==> config.mk <==
export PLATFORM = sky130hd
export DESIGN_NAME = l_stf_stream_gen_flat
export DESIGN_NICKNAME = d
export VERILOG_FILES = /design/src/rtl/l_stf_stream_gen_if.sv /design/src/rtl/l_stf_stream_gen.sv /design/src/flat_wrapper.sv
export SDC_FILE = /design/constraint.sdc
export NUM_CORES = 1
export LEC_CHECK = 0
export CAP_MARGIN = 20
export CELL_PAD_IN_SITES_DETAIL_PLACEMENT = 0
export CELL_PAD_IN_SITES_GLOBAL_PLACEMENT = 1
export CORE_MARGIN = 8
export CORE_UTILIZATION = 38
export CTS_BUF_LIST = sky130_fd_sc_hd__clkbuf_2
export DETAILED_ROUTE_END_ITERATION = 10
export PLACE_DENSITY = 0.87
export SYNTH_ARGS = -nofsm -noshare
export SYNTH_HDL_FRONTEND = slang
export SYNTH_SLANG_ARGS = --single-unit
==> constraint.sdc <==
create_clock -name clk -period 6.6 [get_ports clk]
set_input_delay 1.32 -clock clk [delete_from_list [all_inputs] [get_ports clk]]
set_output_delay 1.32 -clock clk [all_outputs]
set_load 0.03 [all_outputs]
==> src/rtl/l_stf_stream_gen_if.sv <==
// Sample-stream bus between the L-STF generator and the downstream TX sample mux.
interface l_stf_stream_gen_if #(
  parameter int unsigned IQ_WIDTH = 16
) ();
  logic [2*IQ_WIDTH-1:0] o_iq;
  logic                  o_valid;
  logic                  i_ready;
  logic                  o_last;

  modport master (output o_iq, output o_valid, output o_last, input  i_ready);
  modport slave  (input  o_iq, input  o_valid, input  o_last, output i_ready);
endinterface

==> src/rtl/l_stf_stream_gen.sv <==
// Sequenced L-STF preamble source: streams NUM_REP periods of the 16-sample short training symbol.
// Optional STF_WINDOW_EN: half-amplitude first sample plus one appended half-amplitude tail sample.
module l_stf_stream_gen #(
  parameter int unsigned IQ_WIDTH = 16,
  parameter int unsigned NUM_REP  = 10
) (
  input  logic                       clk,
  input  logic                       rstn,
  input  logic                       start,
  input  logic                       abort,
  input  logic [1:0]                 gain_sel,
  l_stf_stream_gen_if.master         bus,
  output logic                       busy,
  output logic                       done
);

  localparam int unsigned IQ_W  = 2 * IQ_WIDTH;
  localparam int unsigned EXT_W = IQ_WIDTH + 16;
  localparam logic [3:0]  LAST_REP = 4'(NUM_REP - 1);
`ifdef STF_WINDOW_EN
  localparam logic FIRST_HALF = 1'b1;
`else
  localparam logic FIRST_HALF = 1'b0;
`endif

  typedef enum logic [1:0] {S_IDLE, S_RUN, S_DONE} state_t;

  state_t          state_q, state_d;
  logic [3:0]      idx_q, idx_d;
  logic [3:0]      rep_q, rep_d;
  logic [1:0]      gain_q, gain_d;
  logic [IQ_W-1:0] iq_q, iq_d;
  logic            valid_q, valid_d;
  logic            last_q, last_d;
  logic            busy_q, busy_d;
  logic            done_q, done_d;

  logic [3:0]      nidx;
  logic [3:0]      nrep;
  logic            xfer;

  // Base 16-bit {I,Q} table; the symbol has period 8 so only idx[2:0] matters.
  function automatic logic [31:0] stf_base(input logic [2:0] i);
    logic [31:0] v;
    v = 32'h0;
    case (i)
      3'd0: v = {16'h02f2, 16'h02f2};
      3'd1: v = {16'h0000, 16'hfbd6};
      3'd2: v = {16'hfd0e, 16'h02f2};
      3'd3: v = {16'h042a, 16'h0000};
      3'd4: v = {16'hfd0e, 16'hfd0e};
      3'd5: v = {16'h0000, 16'h042a};
      3'd6: v = {16'h02f2, 16'hfd0e};
      3'd7: v = {16'hfbd6, 16'h0000};
    endcase
    return v;
  endfunction

  // Width scaling, gain and optional half-amplitude folded into one floor shift of v*2^IQ_WIDTH.
  function automatic logic [IQ_W-1:0] stf_sample(input logic [3:0] i,
                                                 input logic [1:0] g,
                                                 input logic       half);
    logic [31:0]             base;
    logic signed [EXT_W-1:0] ei;
    logic signed [EXT_W-1:0] eq;
    logic [4:0]              sh;
    base = stf_base(i[2:0]);
    ei   = {base[31:16], {IQ_WIDTH{1'b0}}};
    eq   = {base[15:0],  {IQ_WIDTH{1'b0}}};
    sh   = 5'd16 + 5'(g) + 5'(half);
    return {IQ_WIDTH'(ei >>> sh), IQ_WIDTH'(eq >>> sh)};
  endfunction

  assign xfer = valid_q & bus.i_ready;
  assign nidx = idx_q + 4'd1;
  assign nrep = (idx_q == 4'd15) ? rep_q + 4'd1 : rep_q;

  // State and output registers
  always_ff @(posedge clk or negedge rstn) begin
    if (!rstn) begin
      state_q <= S_IDLE;
      idx_q   <= '0;
      rep_q   <= '0;
      gain_q  <= '0;
      iq_q    <= '0;
      valid_q <= 1'b0;
      last_q  <= 1'b0;
      busy_q  <= 1'b0;
      done_q  <= 1'b0;
    end else begin
      state_q <= state_d;
      idx_q   <= idx_d;
      rep_q   <= rep_d;
      gain_q  <= gain_d;
      iq_q    <= iq_d;
      valid_q <= valid_d;
      last_q  <= last_d;
      busy_q  <= busy_d;
      done_q  <= done_d;
    end
  end

  // Next-state and next-output logic
  always_comb begin
    state_d = state_q;
    idx_d   = idx_q;
    rep_d   = rep_q;
    gain_d  = gain_q;
    iq_d    = iq_q;
    valid_d = valid_q;
    last_d  = last_q;
    busy_d  = busy_q;
    done_d  = 1'b0;

    if (abort) begin
      state_d = S_IDLE;
      idx_d   = '0;
      rep_d   = '0;
      iq_d    = '0;
      valid_d = 1'b0;
      last_d  = 1'b0;
      busy_d  = 1'b0;
    end else begin
      case (state_q)
        S_IDLE: begin
          if (start) begin
            state_d = S_RUN;
            gain_d  = gain_sel;
            idx_d   = '0;
            rep_d   = '0;
            iq_d    = stf_sample(4'd0, gain_sel, FIRST_HALF);
            valid_d = 1'b1;
            last_d  = 1'b0;
            busy_d  = 1'b1;
          end
        end
        S_RUN: begin
          if (xfer) begin
            if (last_q) begin
              state_d = S_DONE;
              idx_d   = '0;
              rep_d   = '0;
              valid_d = 1'b0;
              last_d  = 1'b0;
              busy_d  = 1'b0;
              done_d  = 1'b1;
            end else begin
`ifdef STF_WINDOW_EN
              if (idx_q == 4'd15 && rep_q == LAST_REP) begin
                iq_d   = stf_sample(4'd0, gain_q, 1'b1);
                last_d = 1'b1;
              end else begin
                idx_d = nidx;
                rep_d = nrep;
                iq_d  = stf_sample(nidx, gain_q, 1'b0);
              end
`else
              idx_d  = nidx;
              rep_d  = nrep;
              iq_d   = stf_sample(nidx, gain_q, 1'b0);
              last_d = (nidx == 4'd15) && (nrep == LAST_REP);
`endif
            end
          end
        end
        S_DONE: begin
          state_d = S_IDLE;
        end
        default: begin
          state_d = S_IDLE;
        end
      endcase
    end
  end

  assign bus.o_iq    = iq_q;
  assign bus.o_valid = valid_q;
  assign bus.o_last  = last_q;
  assign busy        = busy_q;
  assign done        = done_q;

endmodule

==> src/flat_wrapper.sv <==
// flat-port wrapper written by rule: the top's interface ports become plain ports
module l_stf_stream_gen_flat 
#(
  parameter int unsigned IQ_WIDTH = 16,
  parameter int unsigned NUM_REP  = 10
)
  (clk, rstn, start, abort, gain_sel, busy, done, bus_o_iq, bus_o_valid, bus_o_last, bus_i_ready);
  l_stf_stream_gen_if #(.IQ_WIDTH(IQ_WIDTH)) bus_i ();
  input  logic clk;
  input  logic rstn;
  input  logic start;
  input  logic abort;
  input  logic [1:0] gain_sel;
  output logic busy;
  output logic done;
  output wire logic [$bits(bus_i.o_iq)-1:0] bus_o_iq;
  output wire logic [$bits(bus_i.o_valid)-1:0] bus_o_valid;
  output wire logic [$bits(bus_i.o_last)-1:0] bus_o_last;
  input wire logic [$bits(bus_i.i_ready)-1:0] bus_i_ready;
  assign bus_o_iq = bus_i.o_iq;
  assign bus_o_valid = bus_i.o_valid;
  assign bus_o_last = bus_i.o_last;
  assign bus_i.i_ready = bus_i_ready;
  l_stf_stream_gen #(.IQ_WIDTH(IQ_WIDTH), .NUM_REP(NUM_REP)) u_core (.clk(clk), .rstn(rstn), .start(start), .abort(abort), .gain_sel(gain_sel), .bus(bus_i), .busy(busy), .done(done));
endmodule
==> results by stage, run 1 <==
Layout:
- The combined flip-flop and latch cell area is ~980 um2.
- The share of layout cells above drive strength 1 is 5.48%.
- Leaving out fill and tap cells, the most frequent cell in the layout is sky130_fd_sc_hd__clkdlybuf4s50_1.
- The multi-input combinational cells in the finished layout cover a total of roughly 1600 um2.
- After filler insertion, the fill cell instance count of the layout stands at roughly 760.
- From synthesis to final layout, the design area changed by 13.1%.
- The net total in the final layout is between 300 and 400.
- The top cell types in the final layout, fill and taps aside, are 41 x sky130_fd_sc_hd__clkdlybuf4s50_1, 40 x sky130_fd_sc_hd__nand2_1, 39 x sky130_fd_sc_hd__dfrtp_1.
- With fillers left out, the area of the finished cells amounts to between 3000 and 4000 um2.
- The final antenna diode count is 0.

Worst setup path:
- The slowest stage of the critical path belongs to the cell sky130_fd_sc_hd__clkdlybuf4s50_1.
- In this run the number of cells on the critical path is 1.
- Traced cell by cell, the critical path runs through clkdlybuf4s50_1.
- For this run, the slowest stage of the critical path takes 750 ps.
- The worst setup path is of the register to primary output kind.
- The gate family responsible for the most delay along the worst path is buffers and inverters.
- The depth of the worst register-to-register path is 6.
- The critical path launch point type is a register.
- The buffering stage count on the worst path with inverters included is 1.
- STA puts the critical path data required time at 5280 ps.
- The worst-path maximum fanout is 12.
- The worst setup path is captured at a primary output.
- For the worst setup path, the data arrival time is roughly 1800 ps.

Power:
- Power spread over the standard cell area amounts to approximately 190 nW/um2.
- For this design the static power due to leakage is ~1.3 nW.
- The maximum vdd drop is just under 0.1 mV.

Placed design:
- After detailed placement, the total cell area comes to 3130 um2.
- The number of buffer cells added on primary ports is 42.
- The final weighted congestion in routability-driven placement is a little under 0.9.
- The detailed placer's ending HPWL is between 5 and 6 mm.

Synthesis:
- The proportion of synthesized chip area in sequential cells is between 30% and 40%.
- The net count after synthesis is 351.
- The synthesized instance count is roughly 330.
- The post-synthesis share of cell area spent on full adders, half adders and majority gates is ~6.5%.
- The mean cell area of the mapped netlist is ~8.4 um2.
- Of the total synthesized cell area, the portion taken by XOR and XNOR cells is about 2.4%.
- The mapped netlist covers around 2800 um2.
- Summing the areas of all compound-gate instances in the mapped netlist gives about a quarter of the synthesized area.
- The synthesized design contains 0 enable-type register cells.
- The simple-gate portion of the synthesized area is 18.7%.
- The prevailing post-synth register cell is sky130_fd_sc_hd__dfrtp_1.
- After synthesis, the largest family of logic cells by area is compound AO/OA/AOI/OAI gates.
- After synthesis, the share of cell area in mux cells is roughly 1.8%.
- The Yosys warning count is 0.
- The number of distinct library cells after synthesis is between 50 and 60.
- Synthesis inferred 39 register bits.
- The fraction of registers with async set or reset after synthesis is 100%.

Global routing:
- The number of global-route vias before repair is about 2300.
- The first global-routing pass estimated 12.3 mm of wire.
- In the global route stage, overall resource usage came out at between 10% and 20%.
- The total grt overflow is 0.
- The number of antenna violations at the first check in global routing came to 0.
- The largest net degree at the start of global routing is 40.

Clock tree:
- The number of CTS-inserted buffers is 5.
- The number of hold buffers added after CTS was 0.
- Clock latency on the worst-skew pair, taken at its later pin, is roughly 400 ps.
- The clock tree from TritonCTS is done.
- The clock-pin slew on the worst setup and hold paths is ~210 ps.
- The post-CTS setup buffer count is 0.
- The clock drives 39 sinks.
- The clock passes through at most 2 buffers.
- The H-tree depth is 2.
- The number of cells upsized or downsized after cts is 0.
- The clock root buffer is sky130_fd_sc_hd__clkbuf_2.

Route:
- The first detailed-routing pass ran for 5 iterations.
- The remaining antenna violation count is 0.
- The routed wire length is 7.84 mm.
- The final route contains ~2600 vias.
- Dividing the detail-routed via count by the number of cells gives approximately 5.7.
- The mean routed wirelength per cell is between 15 and 20 um.
- After detailed routing, the number of remaining DRC violations is 0.
- The number of design-rule violations left by the first detailed-router iteration is around 230.

STA:
- Setup repair after global routing left no endpoint under its margin.
- The final-layout setup total negative slack is 0 ps.
- The post-route clock period utilization is between 40% and 50%.
- The setup-violating endpoint count in the final report is 0.
- The max-slew violation count is 0.
- The achievable clock frequency is about 0.32 GHz.
- The final-report hold violation count is 0.
- The headroom to the max-slew limit is 35.7%.
- The worst-case clock skew is 16.8 ps.
- After layout, the minimum clock period comes to 3110 ps.
- The transition time at the pin with the least slew margin is 964 ps.

Worst hold path:
- The number of cells traversed by the worst hold path is 1.
- The tightest min-delay check is of the register to register type.

Job:
- The count of max-cap constraint violations is 0.

Floorplanning:
- The width of the chip is 102 um.
- The die footprint is ~10000 um2.
- The floorplan has 31 rows.
- The floorplan core area is approximately 7200 um2.
- The die is 102 um tall.
- For this design the top-level I/O count stands at 43.
- The effective utilization at floorplan is between 30 and 40%.

Status:
- The flow ran to the end, and the final reports show no timing, DRC or antenna violations.
[layer usage]
layer | GRT usage, % | part of all wire (%)
met3 | 2.72 | 6.8
met2 | 23.6 | 46
met4 | 3.39 | 0.47
met1 | 20.3 | 47
met5 | 0 | 0
[flip-flops by register name (all words and copies together), names as in the netlist]
register	count
u_core.gain_q	2
u_core.bus.o_last	1
u_core.rep_q	4
u_core.state_q	2
u_core.bus.o_valid	1
u_core.idx_q	4
u_core.bus.o_iq	24
u_core.done	1
[Yosys cell counts, types with 9 or more instances]
cell type / instances / area share [%]
sky130_fd_sc_hd__a21oi_1: 23 / 4.1
sky130_fd_sc_hd__buf_2: 10 / 1.8
sky130_fd_sc_hd__buf_4: 11 / 2.9
sky130_fd_sc_hd__clkbuf_1: 10 / 1.3
sky130_fd_sc_hd__dfrtp_1: 39 / 35
sky130_fd_sc_hd__ha_1: 12 / 5.4
sky130_fd_sc_hd__inv_1: 12 / 1.6
sky130_fd_sc_hd__nand2_1: 40 / 5.4
sky130_fd_sc_hd__nand3_1: 9 / 1.6
sky130_fd_sc_hd__nor2_1: 23 / 3.1
sky130_fd_sc_hd__nor3_1: 12 / 2.1
sky130_fd_sc_hd__o21ai_0: 29 / 5.2
[power by group]
group	internal, mW	switching [mW]	total (mW)
sequential	0.255	0.0346	0.290
clock	0.0236	0.0848	0.108
combinational	0.0760	0.126	0.202
total	0.355	0.245	0.600
[metrics by stage]
step / cells / power [mW] / hold slack, ps / util (%) / worst slack (ps)
detailed placement: 438 / 0.494 / 469 / 43.4 / 3340
global route: 446 / 0.630 / 527 / 43.9 / 3360
finish: 446 / 0.600 / 495 / 43.9 / 3490
global placement: 438 / 0.491 / 462 / 43.4 / 3400
floorplan: 332 / 0.430 / 448 / - / 4120
CTS: 446 / 0.603 / 500 / 43.9 / 3470
[cell families (layout without fill, tap and decap cells)]
| family | Yosys count | in the layout |
|---|---|---|
| AOI/OAI and AO/OA | 111 | 111 |
| and+or+nand+nor | 108 | 108 |
| buffers and inverters | 48 | 63 |
| DFF | 39 | 39 |
| adders and majority gates | 15 | 15 |
| xor gates and xnor gates | 6 | 6 |
| muxes | 5 | 5 |
[worst paths after layout]
kind / from / endpoint / slack [ps]
setup / recovery: u_core.bus.o_last / bus_o_last / 3490
hold / removal: u_core.rep_q[3] / u_core.rep_q[3] / 500
setup reg to reg: u_core.idx_q[0] / u_core.bus.o_iq[8] / 3610
hold reg to reg: u_core.rep_q[3] / u_core.rep_q[3] / 500
max in group asynchronous: rstn / u_core.idx_q[0] / 5050
min in group asynchronous: rstn / u_core.bus.o_iq[24] / 990
[final cells by class]
class                   instances  area share [%]
inverters                      12            1.42
clock buffers                   5           0.789
repair buffers                 43            13.3
multi-input cells             245            49.3
clock inverters                 3           0.474
flip-flops and latches         39            30.8
well taps                      99            3.91
Power figures use the tool's default switching activity.
==> run 2, diff against run 1 <==
--- a/config.mk
+++ b/config.mk
@@ -12,7 +12,7 @@
 export CORE_UTILIZATION = 38
 export CTS_BUF_LIST = sky130_fd_sc_hd__clkbuf_2
 export DETAILED_ROUTE_END_ITERATION = 10
-export PLACE_DENSITY = 0.87
+export PLACE_DENSITY = 0.9
 export SYNTH_ARGS = -nofsm -noshare
 export SYNTH_HDL_FRONTEND = slang
 export SYNTH_SLANG_ARGS = --single-unit
==> constraint.sdc (replaced) <==
create_clock -name clk -period 2.61 [get_ports clk]
set_input_delay 0.522 -clock clk [delete_from_list [all_inputs] [get_ports clk]]
set_output_delay 0.522 -clock clk [all_outputs]
set_load 0.03 [all_outputs]
==> results by stage, run 2 (synthesized netlist as in run 1, its figures left out) <==
Global routing:
- The global-route usage over all layers is 15.4% (+0.52 points).
- The total grt overflow is 0 (unchanged).
- The number of global-route vias before repair came to 2349 (+0.73%).
- The global-route wire length before repair is 12.6 mm (+2.6%).
- The number of antenna violations at the first check in global routing is 0 (unchanged).
- The largest net degree at the start of global routing is 40 (unchanged).

Layout:
- The final antenna diode count is 0 (unchanged).
- The share of layout cells above drive strength 1 is 9.94% (+4.5 points).
- The library cells used most frequently in the layout, excluding fill and tap cells, are 41 x sky130_fd_sc_hd__clkdlybuf4s50_1, 40 x sky130_fd_sc_hd__nand2_1, 39 x sky130_fd_sc_hd__dfrtp_1.
- The net total in the final layout is 380 (+4.1%).
- The library cell used most frequently in the layout, excluding fill and tap cells, is sky130_fd_sc_hd__clkdlybuf4s50_1.
- The final instance area came to 3290 um2 (+3.6%).
- The flip-flop count of the largest register after layout is 24 (unchanged).
- The area added between synthesis and finish is 17.2%.

Job:
- The count of max-cap constraint violations is 0 (unchanged).

Worst setup path:
- The required time reported for the critical path endpoint is 2090 ps (-3190 ps).
- The kind of critical path is register to primary output.
- The critical path goes through clkdlybuf4s50_1.
- The logic depth of the worst path, buffers included is 1 (unchanged).
- The depth of the worst register-to-register path came to 7 (+1).
- The register-to-register setup slack was 380 ps (-3230 ps).
- The critical path launch point type is a register.
- The largest incremental delay on the critical path is 760 ps (about the same).
- The buffering stage count on the worst path with inverters included is 1 (unchanged).
- The terminus of the critical flop-to-flop path is u_core.bus.o_iq[19].
- The worst-path cell with the longest stage delay is sky130_fd_sc_hd__clkdlybuf4s50_1.
- The worst-path maximum fanout is 12 (unchanged).
- Grouping stages by cell kind, the critical path spends the most delay in buffers and inverters.
- The startpoint identified for the worst register-to-register timing path is u_core.idx_q[1].
- The arrival time at the worst endpoint is 1790 ps (about the same).
- The type of element capturing the critical path is a primary output.

Clock tree:
- The clock-pin slew on the worst setup and hold paths is 200 ps (about the same).
- The number of CTS-inserted buffers was 5 (unchanged).
- The maximum clock path buffer count is 2 (unchanged).
- The clock network latency to the later pin of the worst-skew pair is 420 ps (+20 ps).
- The clock tree from TritonCTS is done.
- The number of cells upsized or downsized after cts is 0 (unchanged).
- Clock tree synthesis selected as its root buffer the cell sky130_fd_sc_hd__clkbuf_2.
- The H-tree depth came to 2 (unchanged).
- The number of buffers added to fix hold violations after cts was 0 (unchanged).
- The post-CTS setup buffer count is 0 (unchanged).
- The clock sink total is 39 (unchanged).

Placed design:
- The area after detailed placement was 3240 um2 (+3.6%).
- The detailed placer's ending HPWL is 6.05 mm (+6.8%).
- The final weighted congestion in routability-driven placement came to 0.916 (+3.2%).
- The number of buffer cells added on primary ports is 42 (unchanged).

STA:
- The achievable clock frequency is about 0.43 GHz.
- The final-report hold violation count is 0 (unchanged).
- The worst-case clock skew is 11.8 ps (-4.93 ps).
- The final-layout setup total negative slack is 0 ps (unchanged).
- The headroom to the max-slew limit is 42.4% (+6.7 points).
- The setup-violating endpoint count in the final report is 0 (unchanged).
- The post-route clock period utilization is 88.7%.
- The max-slew violation count is 0 (unchanged).
- Setup repair after global routing left no endpoint under its margin.
- The clock period minus worst slack is ~2300 ps.
- The transition time at the pin with the least slew margin is 864 ps (-100 ps).

Power:
- The leakage power figure is 1.36 nW (+6.3%).
- The maximum vdd drop is 0.229 mV (+130%).
- The cell area power density was 471 nW/um2 (+150%).

Floorplanning:
- The standard-cell row count is 31 (unchanged).
- The die footprint is 10400 um2 (unchanged).
- The width of the chip is 102 um (unchanged).
- The height of the die came to 102 um (unchanged).
- The count of pins on the block boundary is 43 (unchanged).
- The floorplan core area is 7210 um2 (unchanged).
- The effective utilization at floorplan is 38.8% (unchanged).

Worst hold path:
- The tightest min-delay check is of the primary input to asynchronous set/reset pin type.

Route:
- The via density per instance is 5.67 (-0.90%).
- The DRC violations left came to 0 (unchanged).
- The routed wire length is 8.04 mm (+2.5%).
- The detailed-router iteration count before antenna repair was 4 (-1).
- The number of design-rule violations left by the first detailed-router iteration came to 216 (-5.3%).
- The remaining antenna violation count was 0 (unchanged).
- The total vias in the final route is 2613 (+2.4%).
- The mean routed wirelength per cell came to 17.4 um (-0.80%).

Status:
- The flow ran to the end, and the final reports show no timing, DRC or antenna violations.
[run 2: power by group]
| group | internal [mW] | switching [mW] | leakage, nW |
|---|---|---|---|
| registers | 0.646 | 0.0493 | 0.526 |
| logic | 0.215 | 0.362 | 0.808 |
| clock network | 0.0682 | 0.209 | 0.0290 |
| total | 0.928 | 0.620 | 1.36 |
[run 2: per-layer routing]
metal | wire, um | share of wire (%) | global-route usage [%]
met1 | 3710 | 46 | 20.5
met2 | 3630 | 45 | 23.9
met3 | 539 | 6.7 | 3.81
met4 | 147 | 1.8 | 4.51
met5 | 0 | 0 | 0
[run 2: worst max path at each step]
stage	start	slack, ps	to
4_1_cts	u_core.bus.o_last	270	bus_o_last
3_5_place_dp	abort	410	u_core.bus.o_iq[1]
5_1_grt	u_core.bus.o_last	190	bus_o_last
6_report	u_core.bus.o_last	290	bus_o_last
2_1_floorplan	u_core.idx_q[0]	450	u_core.bus.o_iq[18]
3_3_place_gp	abort	420	u_core.bus.o_iq[17]
[run 2: layout make-up]
type,count,area (um2)
fill,727,3930
clock inverter,2,12.5
multi-input combinational,245,1560
tap,99,124
timing repair buffer,58,536
inverter,12,45.0
sequential,39,976
clock buffer,6,30.0
[run 2: stage by stage]
stage / instances / utilization [%] / power [mW] / setup slack (ps) / hold WS, ps
global route: 461 / 45.5 / 1.64 / 191 / 229
global placement: 453 / 45.0 / 1.27 / 419 / 465
detailed placement: 453 / 45.0 / 1.28 / 405 / 472
finish: 461 / 45.5 / 1.55 / 294 / 182
CTS: 461 / 45.5 / 1.56 / 274 / 197
floorplan: 332 / - / 1.09 / 447 / 226
